<file path="config.mk">
export PLATFORM = sky130hd
export DESIGN_NAME = aes_engine
export DESIGN_NICKNAME = d
export VERILOG_FILES = /design/src/rtl/aes_pkg.sv /design/src/rtl/aes_round.sv /design/src/rtl/aes_engine.sv
export SDC_FILE = /design/constraint.sdc
export NUM_CORES = 2
export LEC_CHECK = 0
export CAP_MARGIN = 20
export CORE_ASPECT_RATIO = 2
export CORE_MARGIN = 2
export CORE_UTILIZATION = 30
export CTS_CLUSTER_SIZE = 24
export DETAILED_ROUTE_END_ITERATION = 16
export PLACE_DENSITY_LB_ADDON = 0.3
export SYNTH_ARGS = -nofsm -noshare
export SYNTH_HDL_FRONTEND = slang
export SYNTH_HIERARCHICAL = 1
export SYNTH_SLANG_ARGS = --single-unit
</file>
<file path="constraint.sdc">
create_clock -name clock -period 8.14 [get_ports clock]
set_input_delay 0.814 -clock clock [delete_from_list [all_inputs] [get_ports clock]]
set_output_delay 0.814 -clock clock [all_outputs]
set_load 0.05 [all_outputs]
</file>
<file path="src/rtl/aes_pkg.sv">
// aes_pkg: shared AES tables, helpers and engine state type
package aes_pkg;

    typedef enum logic [1:0] {IDLE, ROUND, DONE} engine_state_t;

    localparam int KEY_BITS_128 = 128;
    localparam int KEY_BITS_256 = 256;

    localparam logic [255:0][7:0] SBOX = {
        128'h637c777bf26b6fc53001672bfed7ab76, 128'hca82c97dfa5947f0add4a2af9ca472c0,
        128'hb7fd9326363ff7cc34a5e5f171d83115, 128'h04c723c31896059a071280e2eb27b275,
        128'h09832c1a1b6e5aa0523bd6b329e32f84, 128'h53d100ed20fcb15b6acbbe394a4c58cf,
        128'hd0efaafb434d338545f9027f503c9fa8, 128'h51a3408f929d38f5bcb6da2110fff3d2,
        128'hcd0c13ec5f974417c4a77e3d645d1973, 128'h60814fdc222a908846eeb814de5e0bdb,
        128'he0323a0a4906245cc2d3ac629195e479, 128'he7c8376d8dd54ea96c56f4ea657aae08,
        128'hba78252e1ca6b4c6e8dd741f4bbd8b8a, 128'h703eb5664803f60e613557b986c11d9e,
        128'he1f8981169d98e949b1e87e9ce5528df, 128'h8ca1890dbfe6426841992d0fb054bb16
    };

    localparam logic [15:0][7:0] RCON = {40'h0, 8'h36, 8'h1b, 8'h80, 8'h40, 8'h20,
                                         8'h10, 8'h08, 8'h04, 8'h02, 8'h01, 8'h00};

    function automatic int nr_of(input int key_bits);
        return (key_bits == KEY_BITS_256) ? 14 : 10;
    endfunction

    // Table is stored with byte 0x00's entry in the top slot, hence the inverted index
    function automatic logic [7:0] sbox(input logic [7:0] x);
        return SBOX[~x];
    endfunction

    function automatic logic [7:0] rcon(input logic [3:0] i);
        return RCON[i];
    endfunction

    function automatic logic [7:0] xtime(input logic [7:0] b);
        return {b[6:0], 1'b0} ^ (b[7] ? 8'h1b : 8'h00);
    endfunction

    function automatic logic [31:0] sub_word(input logic [31:0] w);
        return {sbox(w[31:24]), sbox(w[23:16]), sbox(w[15:8]), sbox(w[7:0])};
    endfunction

    // Byte 0 of a word sits at the LSB, so rotating left in byte order is a right shift
    function automatic logic [31:0] rot_word(input logic [31:0] w);
        return {w[7:0], w[31:8]};
    endfunction

    // Four chained word XORs that turn an older key block plus the mixed word into a new block
    function automatic logic [127:0] chain(input logic [127:0] prev, input logic [31:0] t);
        logic [31:0] w0, w1, w2, w3;
        w0 = prev[31:0] ^ t;
        w1 = prev[63:32] ^ w0;
        w2 = prev[95:64] ^ w1;
        w3 = prev[127:96] ^ w2;
        return {w3, w2, w1, w0};
    endfunction

endpackage

</file>
<file path="src/rtl/aes_round.sv">
// aes_round: combinational SubBytes, ShiftRows, optional MixColumns and AddRoundKey
module aes_round
    import aes_pkg::*;
(
    input  logic [127:0] i_state,
    input  logic [127:0] i_key,
    input  logic         i_last,
    output logic [127:0] o_state
);

    logic [127:0] w_sub, w_shift, w_mix;

    for (genvar k = 0; k < 16; k++) begin : g_sub
        assign w_sub[8*k +: 8] = sbox(i_state[8*k +: 8]);
    end

    for (genvar c = 0; c < 4; c++) begin : g_col
        for (genvar r = 0; r < 4; r++) begin : g_row
            assign w_shift[8*(4*c+r) +: 8] = w_sub[8*(4*((c+r)%4)+r) +: 8];
        end
        logic [7:0] w_a0, w_a1, w_a2, w_a3;
        assign {w_a3, w_a2, w_a1, w_a0} = w_shift[32*c +: 32];
        assign w_mix[32*c +: 8]    = xtime(w_a0) ^ xtime(w_a1) ^ w_a1 ^ w_a2 ^ w_a3;
        assign w_mix[32*c+8 +: 8]  = w_a0 ^ xtime(w_a1) ^ xtime(w_a2) ^ w_a2 ^ w_a3;
        assign w_mix[32*c+16 +: 8] = w_a0 ^ w_a1 ^ xtime(w_a2) ^ xtime(w_a3) ^ w_a3;
        assign w_mix[32*c+24 +: 8] = xtime(w_a0) ^ w_a0 ^ w_a1 ^ w_a2 ^ xtime(w_a3);
    end

    assign o_state = (i_last ? w_shift : w_mix) ^ i_key;

endmodule

</file>
<file path="src/rtl/aes_engine.sv">
// aes_engine: iterative AES-128/256 encryptor, one round per clock, on-the-fly key expansion
module aes_engine
    import aes_pkg::*;
#(
    parameter int KEY_BITS = 128
) (
    input  logic                clock,
    input  logic                reset_n,
    input  logic                in_valid,
    output logic                in_ready,
    input  logic [127:0]        in_data,
    input  logic [KEY_BITS-1:0] in_key,
    output logic                out_valid,
    input  logic                out_ready,
    output logic [127:0]        out_data,
    output logic                busy,
    output logic [3:0]          round
);

    localparam int NR = nr_of(KEY_BITS);

    engine_state_t       r_state, w_next;
    logic [127:0]        r_data, r_out, w_rk, w_round;
    logic [KEY_BITS-1:0] r_key, w_key_next;
    logic [3:0]          r_round;
    logic                w_accept, w_last;

    assign w_accept = (r_state == IDLE) && in_valid;
    assign w_last   = (r_round == 4'(NR));

    if (KEY_BITS == KEY_BITS_128) begin : g_k128
        assign w_rk       = chain(r_key, sub_word(rot_word(r_key[127:96])) ^ {24'h0, rcon(r_round)});
        assign w_key_next = w_rk;
    end else if (KEY_BITS == KEY_BITS_256) begin : g_k256
        // Window holds the two most recent round keys; round 1 simply uses the upper half
        logic [31:0]  w_t;
        logic [127:0] w_new;
        assign w_t        = r_round[0] ? sub_word(r_key[255:224])
                                       : sub_word(rot_word(r_key[255:224])) ^ {24'h0, rcon(r_round >> 1)};
        assign w_new      = chain(r_key[127:0], w_t);
        assign w_rk       = (r_round == 4'd1) ? r_key[255:128] : w_new;
        assign w_key_next = (r_round == 4'd1) ? r_key : {w_new, r_key[255:128]};
    end else begin : g_bad
        $error("aes_engine: KEY_BITS must be 128 or 256");
    end

    aes_round u_round (
        .i_state (r_data),
        .i_key   (w_rk),
        .i_last  (w_last),
        .o_state (w_round)
    );

    // Engine state register
    always_ff @(posedge clock or negedge reset_n) begin
        if (!reset_n) r_state <= IDLE;
        else          r_state <= w_next;
    end

    // Next state: accept in IDLE, finish after the last round, release on output handshake
    always_comb begin
        w_next = (r_state == IDLE && in_valid)   ? ROUND :
                 (r_state == ROUND && w_last)    ? DONE  :
                 (r_state == DONE && out_ready)  ? IDLE  : r_state;
    end

    // Datapath: load the whitened block, iterate rounds, capture the ciphertext
    always_ff @(posedge clock or negedge reset_n) begin
        if (!reset_n) begin
            r_data  <= '0;
            r_key   <= '0;
            r_round <= '0;
            r_out   <= '0;
        end else if (w_accept) begin
            r_data  <= in_data ^ in_key[127:0];
            r_key   <= in_key;
            r_round <= 4'd1;
        end else if (r_state == ROUND) begin
            r_data  <= w_round;
            r_key   <= w_key_next;
            r_round <= w_last ? r_round : r_round + 4'd1;
            r_out   <= w_last ? w_round : r_out;
        end else if (r_state == DONE && out_ready) begin
            r_round <= '0;
        end
    end

    assign in_ready  = (r_state == IDLE);
    assign out_valid = (r_state == DONE);
    assign busy      = (r_state != IDLE);
    assign round     = r_round;
    assign out_data  = r_out;

endmodule

</file>
# Word level (Yosys, flattened, before mapping)
# Memories as Yosys holds them, arrays and structs flattened.
# Cells that the tools add are included.
# totals
regBits,390
rom_bits,41088
inputBits,260
output_inout_bits,135
word_cells,219
mem_count,21
# classes
n_addsub,1
n_lt_le_gt_ge,21
n_eq_ne,4
muxes,49
bitwise,108
n_reduce_logical,10
# memory_table
name,words,word_bits,rd,rd_clocked_by_memory_dff,wr,line,rtl
(name not given),256,8,1,0,0,aes_pkg.sv:29,return SBOX[~x];
(name not given),256,8,1,0,0,aes_pkg.sv:29,
(name not given),256,8,1,0,0,aes_pkg.sv:29,
(name not given),256,8,1,0,0,aes_pkg.sv:29,
(name not given),256,8,1,0,0,aes_pkg.sv:29,
(name not given),256,8,1,0,0,aes_pkg.sv:29,
15 more memories,-,-,-,-,-,-,
# op_table
operator,count
$mux W128,5
$xor A8 B8 Y8,80
$xor A128 B128 Y128,2
$lt A8 B9 Y1 const B,20
$mux W8,21
$not A8 Y8,20
$xor A32 B32 Y32,4
$mux W5,16
$xor A32 B8 Y32,1
$mux W4,4
$mux W2,3
$reduce_bool A3 Y1,2
$lt A4 B5 Y1 const B,1
$add A4 B1 Y4 const B,1
$eq A4 B4 Y1 const B,1
$reduce_bool A2 Y1,2
$logic_and A1 B1 Y1,3
$ne A3 B3 Y1 const B,1
$reduce_and A3 Y1,1
$eq A2 B1 Y1 const B,1
$eq A2 B2 Y1 const B,1
$logic_not A2 Y1,1
$reduce_and A2 Y1,1
$not A1 Y1,1

# Longest topological paths before layout
# depth
depth_word,13
mapped_depth,19
depth_no_buf,16

# Cells and area by module
# The synthesis kept the hierarchy.
# by_module_without_submodules
mod,n_inst,cells_each,area_per_inst_um2,seq_area_each_um2
aes_round,1,9507,59897.4,0.0
aes_engine,1,3966,34628.2,9759.4

# Worst setup path after synthesis
# No wires, ideal clock.
# synth_path
path_kind,register -> register
startpoint,register r_key[96]
endpoint,register r_data[123]
setup_ns,0.126
arrival_time_ns,4.257
required_ns,8.014
setup_slack_ns,3.757
stages_incl_launch_ff,18
path_buffers,5
synth_period_minus_slack_ns,4.383
cell_sequence,dfrtp_1 > buf_2 > clkbuf_1 > buf_1 > inv_1 > ha_1 > clkbuf_1 > clkbuf_1 > o21ai_0 > a32o_1 > a211o_1 > a32o_1 > xor2_1 > xnor2_1 > xnor3_1 > inv_1 > xnor2_1 > a221o_1
# synth_between
elab_chain_cells,11
# synth_lines
element,line,rtl
"start, declared",aes_engine.sv:24,"logic [KEY_BITS-1:0] r_key, w_key_next;"
"start signal, assigned",aes_engine.sv:76,r_key <= in_key;
"start signal, assigned",aes_engine.sv:80,r_key <= w_key_next;
$not A8 Y8,aes_pkg.sv:29,
$mem_v2 Z256 W8,-,
$mux W8 (not written as such),aes_pkg.sv:29,
$xor A32 B8 Y32,aes_engine.sv:32,"assign w_rk = chain(r_key, sub_word(rot_word(r_key[127:96])) ^ {24'h0, rcon(r_round)});"
$xor A32 B32 Y32,aes_pkg.sv:52,w0 = prev[31:0] ^ t;
via w_key_next[27],aes_engine.sv:24,
$xor A32 B32 Y32,aes_pkg.sv:53,w1 = prev[63:32] ^ w0;
$xor A32 B32 Y32,aes_pkg.sv:54,w2 = prev[95:64] ^ w1;
$xor A32 B32 Y32,aes_pkg.sv:55,w3 = prev[127:96] ^ w2;
via w_key_next[123],aes_engine.sv:24,
$xor A128 B128 Y128,aes_round.sv:29,assign o_state = (i_last ? w_shift : w_mix) ^ i_key;
via w_round[123],aes_engine.sv:23,"logic [127:0] r_data, r_out, w_rk, w_round;"
$mux W128,aes_engine.sv:78,end else if (r_state == ROUND) begin
$mux W128,aes_engine.sv:74,end else if (w_accept) begin
"end signal, assigned",aes_engine.sv:75,r_data <= in_data ^ in_key[127:0];
"end signal, assigned",aes_engine.sv:79,r_data <= w_round;
"end, declared",aes_engine.sv:23,
# The timed path passes the listed nets, and every way through them passes these cells. The select of a mux whose other input is x is not followed.
# A chain may end at the register's enable or synchronous reset.

# Worst setup path in the final report
# layout_path
startpoint,register r_key[121]
endpoint,register r_data[112]
# layout_between
elab_chain_cells,11
# layout_lines
element,line
$not A8 Y8,aes_pkg.sv:29
$mem_v2 Z256 W8,-
$mux W8 (not written as such),aes_pkg.sv:29
$xor A32 B8 Y32,aes_engine.sv:32
$xor A32 B32 Y32,aes_pkg.sv:52
$xor A32 B32 Y32,aes_pkg.sv:53
$xor A32 B32 Y32,aes_pkg.sv:54
via w_key_next[80],aes_engine.sv:24
$xor A32 B32 Y32,aes_pkg.sv:55
via w_key_next[112],aes_engine.sv:24
$xor A128 B128 Y128,aes_round.sv:29
via w_round[112],aes_engine.sv:23
$mux W128,aes_engine.sv:78
$mux W128,aes_engine.sv:74
# The timed path passes the listed nets, and every way through them passes these cells. The select of a mux whose other input is x is not followed.

==> reports/metrics.yaml <==
worst_setup_path:
  cp-startpoint: "r_key[121]"
  cp_slowest_stage_delay_ns: 0.77
  worst_setup_path_start_kind: "flop"
  crit_chain: "buf_4 > ha_1 > nor2b_1 > o21ai_0 > a31oi_1 > a211oi_1 > a31oi_1 > a21oi_1 > nor4_1 > nor2_1 > buf_6 > xnor2_1 > xnor2_1 > a221o_1"
  critPathArrivalTime_ns: 7.07
  end_kind: "flop"
  crit_slowest_cell: "a31oi_1"
  worstPathRequired_ns: 8.70
  crit_buf_inv: 2
  r2r-start: "r_key[121]"
  critical-path-top-delay-family: "compound AO/OA/AOI/OAI gates"
  rrSetupSlack_ns: 1.63
  critPathMaxFanout: 36
  crit_type: "reg -> reg"
floorplanning:
  die_y_um: 798
  io_pins: 395
  die_w_um: 401
  start_util_pct: 30.1
  die_area_mm2: 0.320
  rows: 291
  core_mm2: 0.314
clocking:
  clk_pin_slew_ns: 0.06
  cts-root-buf: "clkbuf_16"
  clk-insertion-delay-late_ns: 0.73
  cts_setup_buffers: 0
  clockBufferDepth: 3
  cts_sinks: 390
  htree_levels: 2
  cts_hold_buf: 0
  cts_tree: "done"
  cts_resized: 0
  cts_made_buffers: 53
routing:
  drtPass1Iterations: 10
  viasPerCell: 7.11
  drt_iter0_drc: 16051
  drt-total-wl_mm: 717
  wire_per_inst_um: 42.0
  drc: 0
  vias: 121576
  drtAntennaViolNets: 0
sta:
  min_period_over_period_pct: 80.0
  setup_viol_count_final: 0
  rsz0062_at_grt: "false"
  tightestPinTransition_ns: 1.33
  fmax_mhz: 154
  fin_skew_ns: 0.0583
  slew_headroom_pct: 10.6
  tns_ns: 0
  hold_viol: 0
  maxSlewViolCount: 0
  min_period_ns: 6.51
cells_and_area:
  areaGrowthSynthToFinish_pct: 9.42
  fin_area_mm2: 0.103
  drive_gt1_share_pct: 10.6
  fin_nets: 13474
logic_synthesis:
  synth_fa_ha_area_share_pct: 4.02
  seq_area_frac_synth_pct: 10.3
  synth_most_common_cell: "nand2_1"
  yosysWarnings: 6
  synth_compound_area_share_pct: 36.2
  synth_mux_area_share_pct: 8.38
  yosys_register_bits: 390
  synth_top_area_share_pct: 10.3
  synthArstFlopShare_pct: 100
  synth_flop_cell: "dfrtp_1"
  syn_area_per_cell_um2: 7.02
  synth_top_family_by_area: "compound AO/OA/AOI/OAI gates"
  synth_fp_nets: 14036
  syn_inst: 13473
  yosys.area.top_type: "dfrtp_1"
  synth_cell_types: 131
  netlist_top_cells_count: "nand2_1 (1126), o21ai_0 (1042), nor2_1 (1007)"
  synth_xor_area_share_pct: 8.83
  yosys.area_share.simple_pct: 24.1
  synth_edf_count: 0
  ys_top_cells_by_area: "dfrtp_1 (10%), xnor2_1 (5.7%), o21ai_0 (5.5%)"
  syn-cell-area_mm2: 0.0945
pwr:
  powerDensity_mw_per_mm2: 47.8
  seq_power_share_pct: 39.2
  p_int_mw: 3.55
  p_sw_mw: 1.40
  leakagePower_nw: 36.1
  peakVddDrop_mv: 0.159
  comb_power_share_pct: 7.6
  switching_share_pct: 28.2
  clock_power_share_pct: 53.3
global_routing:
  antenna_found_initial: 71
  grt_max_degree: 142
  grt_usage_pct: 42.9
  grt_pass1_vias: 116662
  grt_pass1_wl_mm: 983
  globalRouteOverflowTotal: 0
run:
  maxCapViolCount: 0
placed_design:
  gp_congestion: 1.07
  place_area_mm2: 0.101
  place_hpwl_mm: 544
  io_buffers: 394
min_path:
  hold_path_class: "in -> async"
run_status:
  outcome: "completed"
-- area by class of cell --
| cell class | instances | area, um^2 |
|---|---|---|
| flip-flops and latches | 390 | 9910 |
| fillers | 34367 | 210000 |
| multi-input cells | 11273 | 77200 |
| clock buffers | 68 | 1500 |
| inverters | 262 | 991 |
| diodes | 31 | 77.6 |
| well taps | 4102 | 5130 |
| clock inverters | 31 | 325 |
| repair buffers | 931 | 8270 |
-- power groups by stage --
stage | logic, mW | registers [mW] | clock network (mW)
3_5_place_dp | 0.360 | 1.97 | 0
3_3_place_gp | 0.361 | 1.97 | 0
5_1_grt | 0.379 | 1.94 | 2.71
6_report | 0.375 | 1.94 | 2.64
4_1_cts | 0.361 | 1.94 | 2.66
2_1_floorplan | 0.0580 | 1.97 | 0
-- final timing paths --
kind / endpoint / depth (start not counted)
worst max-delay path: r_data[112] / 14
worst min-delay path: out_data[102] / 1
worst max register to register: r_data[112] / 14
worst min register to register: r_key[8] / 2
max in group asynchronous: r_data[123] / 2
min in group clock: r_key[8] / 2
-- cells in the final DEF, fill, tap and decap left out, types with 207 or more instances in the layout --
| master | Yosys | routed |
|---|---|---|
| a221o_1 | 229 | 229 |
| nand2_1 | 1126 | 1123 |
| a211oi_1 | 272 | 269 |
| nand3_1 | 441 | 441 |
| o21ai_0 | 1042 | 1036 |
| ha_1 | 302 | 302 |
| clkdlybuf4s50_1 | 0 | 393 |
| xnor2_1 | 619 | 618 |
| nor3_1 | 461 | 461 |
| nor2_1 | 1007 | 1004 |
| inv_1 | 212 | 207 |
| o211ai_1 | 256 | 256 |
| a31oi_1 | 270 | 269 |
| nand2b_1 | 411 | 411 |
| nor2b_1 | 342 | 342 |
| dfrtp_1 | 390 | 327 |
| xor2_1 | 238 | 238 |
| a21oi_1 | 980 | 978 |
| buf_4 | 48 | 494 |
-- metal layers --
layer  share of wire, %  track usage (%)
met5              0.071            0.151
met2                 46             71.0
met4                 13             43.5
met1                 32             42.3
met3                9.3             12.0
-- per-stage QoR --
step | power (mW) | hold WS, ns | utilization [%] | worst slack (ns) | std cells
after global routing | 5.03 | 0.159 | 32.9 | 1.74 | 17060
after global placement | 2.34 | 0.452 | 32.2 | 1.67 | 16918
after CTS | 4.96 | 0.162 | 32.8 | 1.97 | 17032
after detailed placement | 2.33 | 0.466 | 32.2 | 1.98 | 16933
after floorplan | 2.03 | 0.438 | - | 3.76 | 13473
final | 4.95 | 0.117 | 33.0 | 1.63 | 17088
-- state kept, by name, indices dropped and copies added (netlist names) --
| name | count |
|---|---|
| r_state | 2 |
| out_data | 128 |
| r_key | 128 |
| round | 4 |
| r_data | 128 |
-- cell families (layout without fill, tap and decap cells) --
group	count (synthesis)	after routing
mux	545	545
fa+ha+maj	303	303
flops	390	390
xor+xnor	900	900
buf+inv	1810	1292
other cells	0	31
compound gates	4923	4923
simple gates	4602	4602
Power figures use the tool's default switching activity.
